--- src/rtl/latch_write_arbiter_pkg.sv ---
// Shared constants for the latch write arbiter: FSM state encoding and strobe counter width.
package latch_arb_pkg;

    localparam logic [2:0] ST_IDLE   = 3'd0;
    localparam logic [2:0] ST_SETUP  = 3'd1;
    localparam logic [2:0] ST_STROBE = 3'd2;
    localparam logic [2:0] ST_HOLD   = 3'd3;
    localparam logic [2:0] ST_ACK    = 3'd4;

    localparam int STROBE_CNT_W = 4;

endpackage

--- src/rtl/latch_write_arbiter_if.sv ---
// Requester-side bus of the latch write arbiter: request/data in, grant/ack back.
interface latch_write_arbiter_if #(
    parameter int NREQ   = 4,
    parameter int DATA_W = 16
);
    logic [NREQ-1:0]        req;
    logic [NREQ*DATA_W-1:0] wdata;
    logic [NREQ-1:0]        ack;
    logic [NREQ-1:0]        grant;

    modport master (output req, output wdata, input ack, input grant);
    modport slave  (input req, input wdata, output ack, output grant);
endinterface

--- src/rtl/latch_write_arbiter_rr_pick.sv ---
// Combinational rotating-priority picker: first set req bit at or above rr_ptr, with wrap.
module rr_pick #(
    parameter int NREQ = 4,
    localparam int IDX_W = $clog2(NREQ)
) (
    input  logic [NREQ-1:0]  req,
    input  logic [IDX_W-1:0] rr_ptr,
    output logic [NREQ-1:0]  pick,
    output logic             valid
);

    int j;

    always_comb begin
        pick  = '0;
        valid = 1'b0;
        j     = 0;
        for (int i = 0; i < NREQ; i++) begin
            j = int'(rr_ptr) + i;
            if (j >= NREQ) j = j - NREQ;
            if (!valid && req[j]) begin
                pick[j] = 1'b1;
                valid   = 1'b1;
            end
        end
    end

endmodule

--- src/rtl/latch_write_arbiter.sv ---
// Sole driver of a shared D-latch bank: arbitrates requesters and sequences setup/strobe/hold.
// Build option LATCH_ARB_FIXED_PRIO_EN: lowest index always wins instead of round-robin.
//
// state  | meaning
// IDLE   | no write in flight; pick a requester and capture its word
// SETUP  | d settled, c low for one cycle
// STROBE | c high for STROBE_CYC cycles
// HOLD   | c low, d still held for one cycle
// ACK    | ack pulse to the owner; grant drops on exit
module latch_write_arbiter
    import latch_arb_pkg::*;
#(
    parameter int NREQ       = 4,
    parameter int DATA_W     = 16,
    parameter int STROBE_CYC = 1,
    localparam int IDX_W = $clog2(NREQ)
) (
    input  logic                  clk,
    input  logic                  rst,
    latch_write_arbiter_if.slave  bus,
    output logic [DATA_W-1:0]     latch_d,
    output logic                  latch_c,
    output logic                  busy
);

    logic [2:0]              state;
    logic [NREQ-1:0]         grant_q;
    logic [NREQ-1:0]         ack_q;
    logic [STROBE_CNT_W-1:0] strobe_cnt;
    logic [IDX_W-1:0]        scan_base;
    logic [NREQ-1:0]         pick;
    logic                    pick_valid;
    logic [IDX_W-1:0]        pick_idx;

    assign bus.grant = grant_q;
    assign bus.ack   = ack_q;
    assign busy      = (state != ST_IDLE);

    rr_pick #(.NREQ(NREQ)) u_pick (
        .req    (bus.req),
        .rr_ptr (scan_base),
        .pick   (pick),
        .valid  (pick_valid)
    );

    always_comb begin
        pick_idx = '0;
        for (int i = 0; i < NREQ; i++) begin
            if (pick[i]) pick_idx = IDX_W'(i);
        end
    end

`ifdef LATCH_ARB_FIXED_PRIO_EN
    assign scan_base = '0;
`else
    logic [IDX_W-1:0] grant_idx;
    logic [IDX_W-1:0] rr_ptr;

    always_comb begin
        grant_idx = '0;
        for (int i = 0; i < NREQ; i++) begin
            if (grant_q[i]) grant_idx = IDX_W'(i);
        end
    end

    // The just-served requester drops to lowest priority for the next scan.
    always_ff @(posedge clk or posedge rst) begin
        if (rst) begin
            rr_ptr <= '0;
        end else if (state == ST_ACK) begin
            rr_ptr <= (grant_idx == IDX_W'(NREQ - 1)) ? '0 : grant_idx + 1'b1;
        end
    end

    assign scan_base = rr_ptr;
`endif

    always_ff @(posedge clk or posedge rst) begin
        if (rst) begin
            state      <= ST_IDLE;
            grant_q    <= '0;
            ack_q      <= '0;
            latch_c    <= 1'b0;
            latch_d    <= '0;
            strobe_cnt <= '0;
        end else begin
            case (state)
                ST_IDLE: begin
                    if (pick_valid) begin
                        grant_q <= pick;
                        latch_d <= bus.wdata[int'(pick_idx)*DATA_W +: DATA_W];
                        state   <= ST_SETUP;
                    end
                end
                ST_SETUP: begin
                    latch_c    <= 1'b1;
                    strobe_cnt <= STROBE_CNT_W'(STROBE_CYC - 1);
                    state      <= ST_STROBE;
                end
                ST_STROBE: begin
                    if (strobe_cnt == '0) begin
                        latch_c <= 1'b0;
                        state   <= ST_HOLD;
                    end else begin
                        strobe_cnt <= strobe_cnt - 1'b1;
                    end
                end
                ST_HOLD: begin
                    ack_q <= grant_q;
                    state <= ST_ACK;
                end
                ST_ACK: begin
                    ack_q   <= '0;
                    grant_q <= '0;
                    state   <= ST_IDLE;
                end
                default: begin
                    latch_c <= 1'b0;
                    ack_q   <= '0;
                    grant_q <= '0;
                    state   <= ST_IDLE;
                end
            endcase
        end
    end

endmodule

--- src/flat_wrapper.sv ---
// flat-port wrapper written by rule: the top's interface ports become plain ports
module latch_write_arbiter_flat import latch_arb_pkg::*;
#(
    parameter int NREQ       = 4,
    parameter int DATA_W     = 16,
    parameter int STROBE_CYC = 1,
    localparam int IDX_W = $clog2(NREQ)
)
  (clk, rst, latch_d, latch_c, busy, bus_req, bus_wdata, bus_ack, bus_grant);
  latch_write_arbiter_if #(.NREQ(NREQ), .DATA_W(DATA_W)) bus_i ();
  input  logic clk;
  input  logic rst;
  output logic [DATA_W-1:0] latch_d;
  output logic latch_c;
  output logic busy;
  input wire logic [$bits(bus_i.req)-1:0] bus_req;
  input wire logic [$bits(bus_i.wdata)-1:0] bus_wdata;
  output wire logic [$bits(bus_i.ack)-1:0] bus_ack;
  output wire logic [$bits(bus_i.grant)-1:0] bus_grant;
  assign bus_i.req = bus_req;
  assign bus_i.wdata = bus_wdata;
  assign bus_ack = bus_i.ack;
  assign bus_grant = bus_i.grant;
  latch_write_arbiter #(.NREQ(NREQ), .DATA_W(DATA_W), .STROBE_CYC(STROBE_CYC)) u_core (.clk(clk), .rst(rst), .bus(bus_i), .latch_d(latch_d), .latch_c(latch_c), .busy(busy));
endmodule
--- config.mk ---
export PLATFORM = sky130hd
export DESIGN_NAME = latch_write_arbiter_flat
export DESIGN_NICKNAME = d
export VERILOG_FILES = /design/src/rtl/latch_write_arbiter_pkg.sv /design/src/rtl/latch_write_arbiter_if.sv /design/src/rtl/latch_write_arbiter_rr_pick.sv /design/src/rtl/latch_write_arbiter.sv /design/src/flat_wrapper.sv
export SDC_FILE = /design/constraint.sdc
export NUM_CORES = 1
export LEC_CHECK = 0
export BUFFER_PORTS_ARGS = -buffer_cell sky130_fd_sc_hd__buf_4
export CAP_MARGIN = 25
export CORE_ASPECT_RATIO = 1.75
export CORE_UTILIZATION = 44
export DETAILED_ROUTE_END_ITERATION = 8
export PLACE_DENSITY = 0.72
export SLEW_MARGIN = 5
export SYNTH_ARGS = -nofsm -noshare
export SYNTH_HDL_FRONTEND = slang
export SYNTH_SLANG_ARGS = --single-unit
export TNS_END_PERCENT = 30
--- constraint.sdc ---
create_clock -name clk -period 3.5 [get_ports clk]
set_clock_uncertainty 0.05 [all_clocks]
set_input_delay 0.7 -clock clk [delete_from_list [all_inputs] [get_ports clk]]
set_output_delay 0.7 -clock clk [all_outputs]
set_load 0.05 [all_outputs]
==> flow_metrics.py, run 1 <==
metrics = {
    "status": {
        "status": "finished clean",
    },
    "critical_path": {
        "slowest_stage": "mux4_2",
        "reg2reg_slack_ns": 0.59,
        "start_kind": "register",
        "cpPeakStageDelay_ns": 0.67,
        "r2r_end": "u_core.latch_d[4]$_DFFE_PP0P_",
        "worstPathRequired_ns": 3.60,
        "cp_max_fo": 10,
        "r2r_start": "u_core.rr_ptr[0]$_DFFE_PP0P_",
        "end_kind": "register",
        "crit_type": "reg2reg",
        "r2r_cells": 9,
        "critPathArrivalTime_ns": 3.02,
        "crit_chain": "inv_1 -> ha_1 -> mux4_2 -> nand3b_1 -> o31ai_1 -> a221oi_4 -> buf_4 -> a2bb2oi_1 -> o211ai_1",
    },
    "grt": {
        "grt_pass1_vias": 2888,
        "grt_max_degree": 50,
        "antenna_found_initial": 0,
        "gr-total-overflow": 0,
        "grt_first_pass_wirelength_mm": 13.2,
        "grtUsageTotal_pct": 26.2,
    },
    "layout": {
        "fin_cells": 481,
        "fillers": 598,
        "syn2layout_area_growth_pct": 33.0,
        "drive_above_1_share_pct": 31.3,
        "diodes": 0,
        "nNetsFinal": 482,
    },
    "floorplan": {
        "rows": 37,
        "initial_core_util_pct": 46.0,
        "core_area_um2": 5930,
        "dieArea_um2": 6530,
        "die_w_um": 61.5,
        "ioPinCount": 96,
        "die_h_um": 106,
    },
    "logic_synthesis": {
        "yosysWarnings": 0,
        "ys.flop_type": "dfrtp_1",
        "seq_area_frac_synth_pct": 31.2,
        "synth_area_um2": 2730,
        "synthArstFlopShare_pct": 100,
        "synth_cells": 316,
        "ys_seq_elements": 34,
        "synth_nets": 395,
        "syn_area_per_cell_um2": 8.63,
        "synth_cell_types": 48,
        "synth-edff-count": 0,
    },
    "route": {
        "drt_iter0_drc": 170,
        "first_pass_iters": 4,
        "via_count": 2854,
        "drt-total-wl_mm": 8.03,
        "post_drt_via_cell_ratio": 5.93,
        "antenna_left": 0,
        "drcViolationCount": 0,
        "wl_per_cell_um": 16.7,
    },
    "sta": {
        "setup_tns_ns": 0,
        "fmax_mhz": 343,
        "max_slew.worst_pin.slew_ns": 0.799,
        "setup_viol": 0,
        "min_period_ns": 2.91,
        "fin_crit_sh_pct": 83.2,
        "rsz0062_at_grt": "false",
        "relSlewSlack_pct": 46.6,
        "holdWs_ns": 0.461,
        "slew_viol_final": 0,
        "hold_violations": 0,
    },
    "placement": {
        "dpl.cell_count": 474,
        "globalplace.congestion": 0.852,
        "io_buffers": 95,
        "dpl.hpwl_mm": 5.84,
    },
    "power": {
        "peakVddDrop_mv": 0.543,
        "power_per_cell_area_nw_per_um2": 1040,
        "p_leak_nw": 1.58,
    },
    "clock_tree": {
        "clockBufferDepth": 2,
        "cts_max_level": 2,
        "cts_resized": 0,
        "clk_pin_slew_ns": 0.07,
        "cts_hold_buffers": 0,
        "clkLatencyLatePin_ns": 0.28,
        "cts_tree": "done",
        "clkSinkCount": 34,
        "numCtsBuffers": 5,
        "cts-root-buf": "clkbuf_8",
        "post-cts-setup-buffers": 0,
    },
    "flow_run": {
        "drv_cap": 0,
    },
    "hold_path": {
        "hold_path.class": "in2async",
    },
}
-- layout make-up --
| class | count | area (µm²) | share of cell area, % |
|---|---|---|---|
| clock inverters | 1 | 30.0 | 0.828 |
| flip-flops and latches | 34 | 851 | 23.5 |
| multi-input cells | 232 | 1680 | 46.2 |
| inverters | 25 | 93.8 | 2.59 |
| repair buffers | 105 | 796 | 21.9 |
| clock buffers | 6 | 82.6 | 2.28 |
| well taps | 78 | 97.6 | 2.69 |
-- sequential cells by signal, summed over array words and instances (netlist names) --
| signal | count |
|---|---|
| u_core.latch_d | 16 |
| u_core.bus.ack | 4 |
| u_core.bus.grant | 4 |
| u_core.strobe_cnt | 4 |
| u_core.state | 3 |
| u_core.rr_ptr | 2 |
| u_core.latch_c | 1 |
-- Yosys cell counts (2+ instances only) --
| master | instances | area share (%) |
|---|---|---|
| dfrtp_1 | 34 | 31 |
| nand2_1 | 33 | 4.5 |
| o21ai_0 | 27 | 5.0 |
| inv_1 | 23 | 3.2 |
| nor4_1 | 17 | 3.9 |
| o211ai_1 | 17 | 4.7 |
| a2bb2oi_1 | 16 | 5.1 |
| clkbuf_1 | 16 | 2.2 |
| o221ai_1 | 16 | 5.1 |
| o31a_1 | 16 | 5.1 |
| nor2_1 | 13 | 1.8 |
| ha_1 | 9 | 4.1 |
| nand3_1 | 9 | 1.7 |
| a21oi_1 | 7 | 1.3 |
| nand2b_1 | 7 | 1.6 |
| buf_2 | 5 | 0.92 |
| and2_1 | 4 | 0.92 |
| buf_6 | 4 | 1.7 |
| nor3b_1 | 4 | 1.1 |
| mux2i_1 | 3 | 1.1 |
| mux4_2 | 3 | 2.5 |
| o31ai_1 | 3 | 0.83 |
| a22o_1 | 2 | 0.64 |
| nand3b_1 | 2 | 0.55 |
| nor3_1 | 2 | 0.37 |
| xnor2_1 | 2 | 0.64 |
-- worst max path at each step --
stage	from	end	slack, ns	cells past startpoint
after floorplan	u_core.rr_ptr[0]$_DFFE_PP0P_	u_core.latch_d[0]$_DFFE_PP0P_	0.54	10
after global placement	bus_req[3]	u_core.latch_d[1]$_DFFE_PP0P_	0.58	6
after detailed placement	u_core.rr_ptr[0]$_DFFE_PP0P_	u_core.latch_d[11]$_DFFE_PP0P_	0.60	9
after CTS	u_core.rr_ptr[0]$_DFFE_PP0P_	u_core.latch_d[11]$_DFFE_PP0P_	0.60	9
after global routing	u_core.rr_ptr[1]$_DFFE_PP0P_	u_core.latch_d[11]$_DFFE_PP0P_	0.34	9
final	u_core.rr_ptr[0]$_DFFE_PP0P_	u_core.latch_d[4]$_DFFE_PP0P_	0.59	9
-- metal layers --
metal | track usage (%) | wire length [µm]
met3 | 4.74 | 396
met5 | 0 | 0
met4 | 10.6 | 170
met1 | 31.8 | 3130
met2 | 44.0 | 4330
-- power breakdown --
group          total, W  internal [W]  switching [W]
logic           0.00264       0.00102        0.00162
registers      0.000764      0.000566       0.000198
clock network  0.000369      0.000228       0.000141
total           0.00377       0.00181        0.00196
-- through the flow --
step / utilization [%] / worst slack [ns] / cell area, µm² / total power (W)
finish: 61.2 / 0.587 / 3630 / 0.00377
global route: 61.2 / 0.336 / 3630 / 0.00403
CTS: 61.2 / 0.596 / 3630 / 0.00378
detailed placement: 59.3 / 0.600 / 3510 / 0.00340
global placement: 59.0 / 0.583 / 3500 / 0.00334
floorplan: - / 0.541 / 2730 / 0.00271
-- placed cells by master (no fill, tap or decap), types with 2 or more instances in the layout --
cell type	count
nand2_1	33
and2_1	4
o31a_1	16
o221ai_1	16
a2bb2oi_1	16
a22o_1	2
o211ai_1	17
a21oi_1	6
nand3b_1	2
nand2b_1	7
dfrtp_1	34
xnor2_1	2
clkbuf_8	6
nand3_1	9
mux2i_1	3
nor4_1	17
ha_1	9
o21ai_0	27
nor2_1	13
o31ai_1	3
nor3b_1	4
mux4_2	3
buf_4	104
nor3_1	2
inv_1	23
-- cell families after synthesis --
family | after synthesis | share of synthesized area, %
compound gates | 113 | 32.4
xor+xnor | 3 | 0.964
fa+ha+maj | 9 | 4.13
buf+inv | 50 | 8.21
flops | 34 | 31.2
mux | 7 | 3.99
simple gates | 100 | 19.0
-- worst max-delay path, delay by kind of cell, from the launching register on --
kind	cells	cell delay (ns)
compound gates	4	0.84
mux	1	0.67
fa+ha+maj	1	0.40
flops	1	0.34
buf+inv	2	0.32
simple gates	1	0.13
Power figures use the tool's default switching activity.
==> run 2, diff against run 1 <==
Settings changed: ABC_AREA set to 1, PLACE_DENSITY 0.72 to 0.73.
Clock period 3.5 ns to 3 ns, I/O delays scaled along.
==> flow_metrics.py, run 2 <==
metrics = {
    "layout": {
        "top_register": "u_core.latch_d",
        "largest_reg_flops": 16,
        "drive_above_1_share_pct": 25.5,
        "nNetsFinal": 579,
        "postLayoutCoreUtil_pct": 62.3,
        "layout_commonest_cell": "nand2_1",
        "syn2layout_area_growth_pct": 35.2,
        "layout_common_cells": "nand2_1 (151), buf_4 (100), inv_1 (56)",
        "diodes": 0,
    },
    "logic_synthesis": {
        "synth_area_um2": 2600,
        "ys.flop_type": "dfrtp_1",
        "yosysMostFrequentCell": "nand2_1",
        "synth_cell_types": 28,
        "yosysTopAreaCell": "dfrtp_1",
        "synth_nets": 483,
        "synthArstFlopShare_pct": 100,
        "syn_area_per_cell_um2": 6.43,
        "seq_area_frac_synth_pct": 32.8,
        "synthTopCellsByCount": "nand2_1 (151), inv_1 (56), nor2_1 (50), dfrtp_1 (34), nand3_1 (22)",
        "synth-edff-count": 0,
        "synth.top_cell.area_share_pct": 32.8,
        "synth_cells": 404,
        "ys_seq_elements": 34,
        "yosys-top-cells-area": "dfrtp_1 (33%), nand2_1 (22%), inv_1 (8.1%)",
        "yosysWarnings": 0,
    },
    "sta": {
        "relSlewSlack_pct": 57.0,
        "holdWs_ns": 0.347,
        "min_period_ns": 2.71,
        "setup_tns_ns": 0,
        "fin_crit_sh_pct": 90.5,
        "fmax_mhz": 368,
        "slew_viol_final": 0,
        "max_slew.worst_pin.slew_ns": 0.644,
        "setup_viol": 0,
        "rsz0062_at_grt": "false",
        "hold_violations": 0,
    },
    "flow_run": {
        "drv_cap": 0,
    },
    "route": {
        "post_drt_via_cell_ratio": 4.80,
        "via_count": 2768,
        "dr_wl_met3_um": 393,
        "top_layer": "met4",
        "drt-total-wl_mm": 6.87,
        "drcViolationCount": 0,
        "met2WireLength_mm": 3.63,
        "wl_per_cell_um": 11.9,
        "first_pass_iters": 6,
        "wl_met1_mm": 2.70,
        "antenna_left": 0,
        "drt_iter0_drc": 156,
    },
    "placement": {
        "io_buffers": 95,
        "globalplace.congestion": 0.809,
        "dpl.hpwl_mm": 5.40,
    },
    "floorplan": {
        "core_area_um2": 5630,
        "dieArea_um2": 6220,
        "rows": 36,
        "ioPinCount": 96,
        "die_w_um": 60.1,
        "initial_core_util_pct": 46.1,
        "die_h_um": 104,
    },
    "clock_tree": {
        "clkLatencyLatePin_ns": 0.29,
        "cts_tree": "done",
        "clockBufferDepth": 2,
        "numCtsBuffers": 5,
        "clk_pin_slew_ns": 0.07,
        "cts-root-buf": "clkbuf_8",
        "cts_max_level": 2,
        "clkSinkCount": 34,
    },
    "critical_path": {
        "crit_type": "reg2reg",
        "start_kind": "register",
        "cpPeakStageDelay_ns": 0.49,
        "crit_chain": "inv_1 -> ha_1 -> inv_1 -> nand3_1 -> nand2_1 -> nand3_1 -> nand2_1 -> clkinv_1 -> nand2_1 -> nor2_4 -> nand2_4 -> inv_2 -> nor2_1 -> nand2_1 -> nand2_1 -> nand2_1 -> nand2_1",
        "worstPathRequired_ns": 3.12,
        "critPathArrivalTime_ns": 2.83,
        "cp_max_fo": 17,
        "cp_common_cell": "nand2_1",
        "end_kind": "register",
        "slowest_stage": "dfrtp_1",
    },
    "grt": {
        "gr-total-overflow": 0,
        "antenna_found_initial": 0,
        "grtUsageTotal_pct": 23.1,
        "grt_max_degree": 34,
        "grt_first_pass_wirelength_mm": 11.4,
        "grt_pass1_vias": 2607,
    },
    "hold_path": {
        "hold_path.class": "in2async",
    },
    "status": {
        "status": "finished clean",
    },
}
==> run 2: changes by cell type in the layout (fill, tap and decap cells not counted), sizes merged, moves of 15 or more <==
| cell | delta |
|---|---|
| nor4 | -16 |
| o21ai | -17 |
| o31a | -16 |
| o221ai | -16 |
| nand3 | +15 |
| inv | +35 |
| a2bb2oi | -16 |
| nor2 | +41 |
| nand2 | +123 |
==> run 2: layout make-up <==
type	instances	area, µm²
Fill cell	562	2120
Multi-Input combinational cell	298	1440
Sequential cell	34	852
Timing Repair Buffer	100	751
Inverter	61	229
Tap cell	76	95.1
Clock buffer	6	82.6
Clock inverter	2	60.1
==> run 2: cells by family (layout without fill, tap and decap cells) <==
logic type | Yosys count | count (layout) | share of synthesized area [%]
compound gates | 33 | 33 | 7.52
fa+ha+maj | 9 | 9 | 4.34
buf+inv | 72 | 169 | 11.8
flops | 34 | 34 | 32.8
simple gates | 256 | 256 | 43.6
==> run 2: worst max-delay path: cells and delay by family, from the launching register on <==
kind	cells	cell delay [ns]
fa+ha+maj	1	0.37
buf+inv	4	0.58
flops	1	0.49
simple gates	12	1.11
==> run 2: stage by stage <==
| stage | setup WS (ns) | cells | cell area [µm²] |
|---|---|---|---|
| CTS | 0.222 | 577 | 3510 |
| finish | 0.285 | 577 | 3510 |
| floorplan | 0.636 | 404 | 2600 |
| global placement | 0.263 | 569 | 3370 |
| detailed placement | 0.249 | 569 | 3370 |
| global route | 0.0400 | 577 | 3510 |
==> run 2: repair_timing <==
item / CTS / global route
resized for setup: 0 / 1
buffers inserted: 0 / 0
setup endpoints to repair: 0 / 7
hold buffers: 0 / 0
==> run 2: worst paths after layout <==
check | slack, ns | from | cells after the start | endpoint
max | 0.29 | u_core.rr_ptr[1]$_DFFE_PP0P_ | 17 | u_core.latch_d[10]$_DFFE_PP0P_
min | 0.35 | rst | 2 | u_core.latch_d[0]$_DFFE_PP0P_
max reg2reg | 0.29 | u_core.rr_ptr[1]$_DFFE_PP0P_ | 17 | u_core.latch_d[10]$_DFFE_PP0P_
min reg2reg | 0.44 | u_core.latch_d[10]$_DFFE_PP0P_ | 2 | u_core.latch_d[10]$_DFFE_PP0P_
max in group asynchronous | 1.85 | rst | 3 | u_core.rr_ptr[0]$_DFFE_PP0P_
min in group clk | 0.44 | u_core.latch_d[10]$_DFFE_PP0P_ | 2 | u_core.latch_d[10]$_DFFE_PP0P_
==> run 2: layer usage <==
layer  GRT usage, %  up-vias
met2           42.1       88
met1           26.2     1240
met4           7.97        0
met3           2.87       15
li1               -     1425
met5              0        -
Power of run 2 is left out: the tool's default activity adds up to more than one toggle a clock period on the data nets, which glitch-free logic cannot reach.
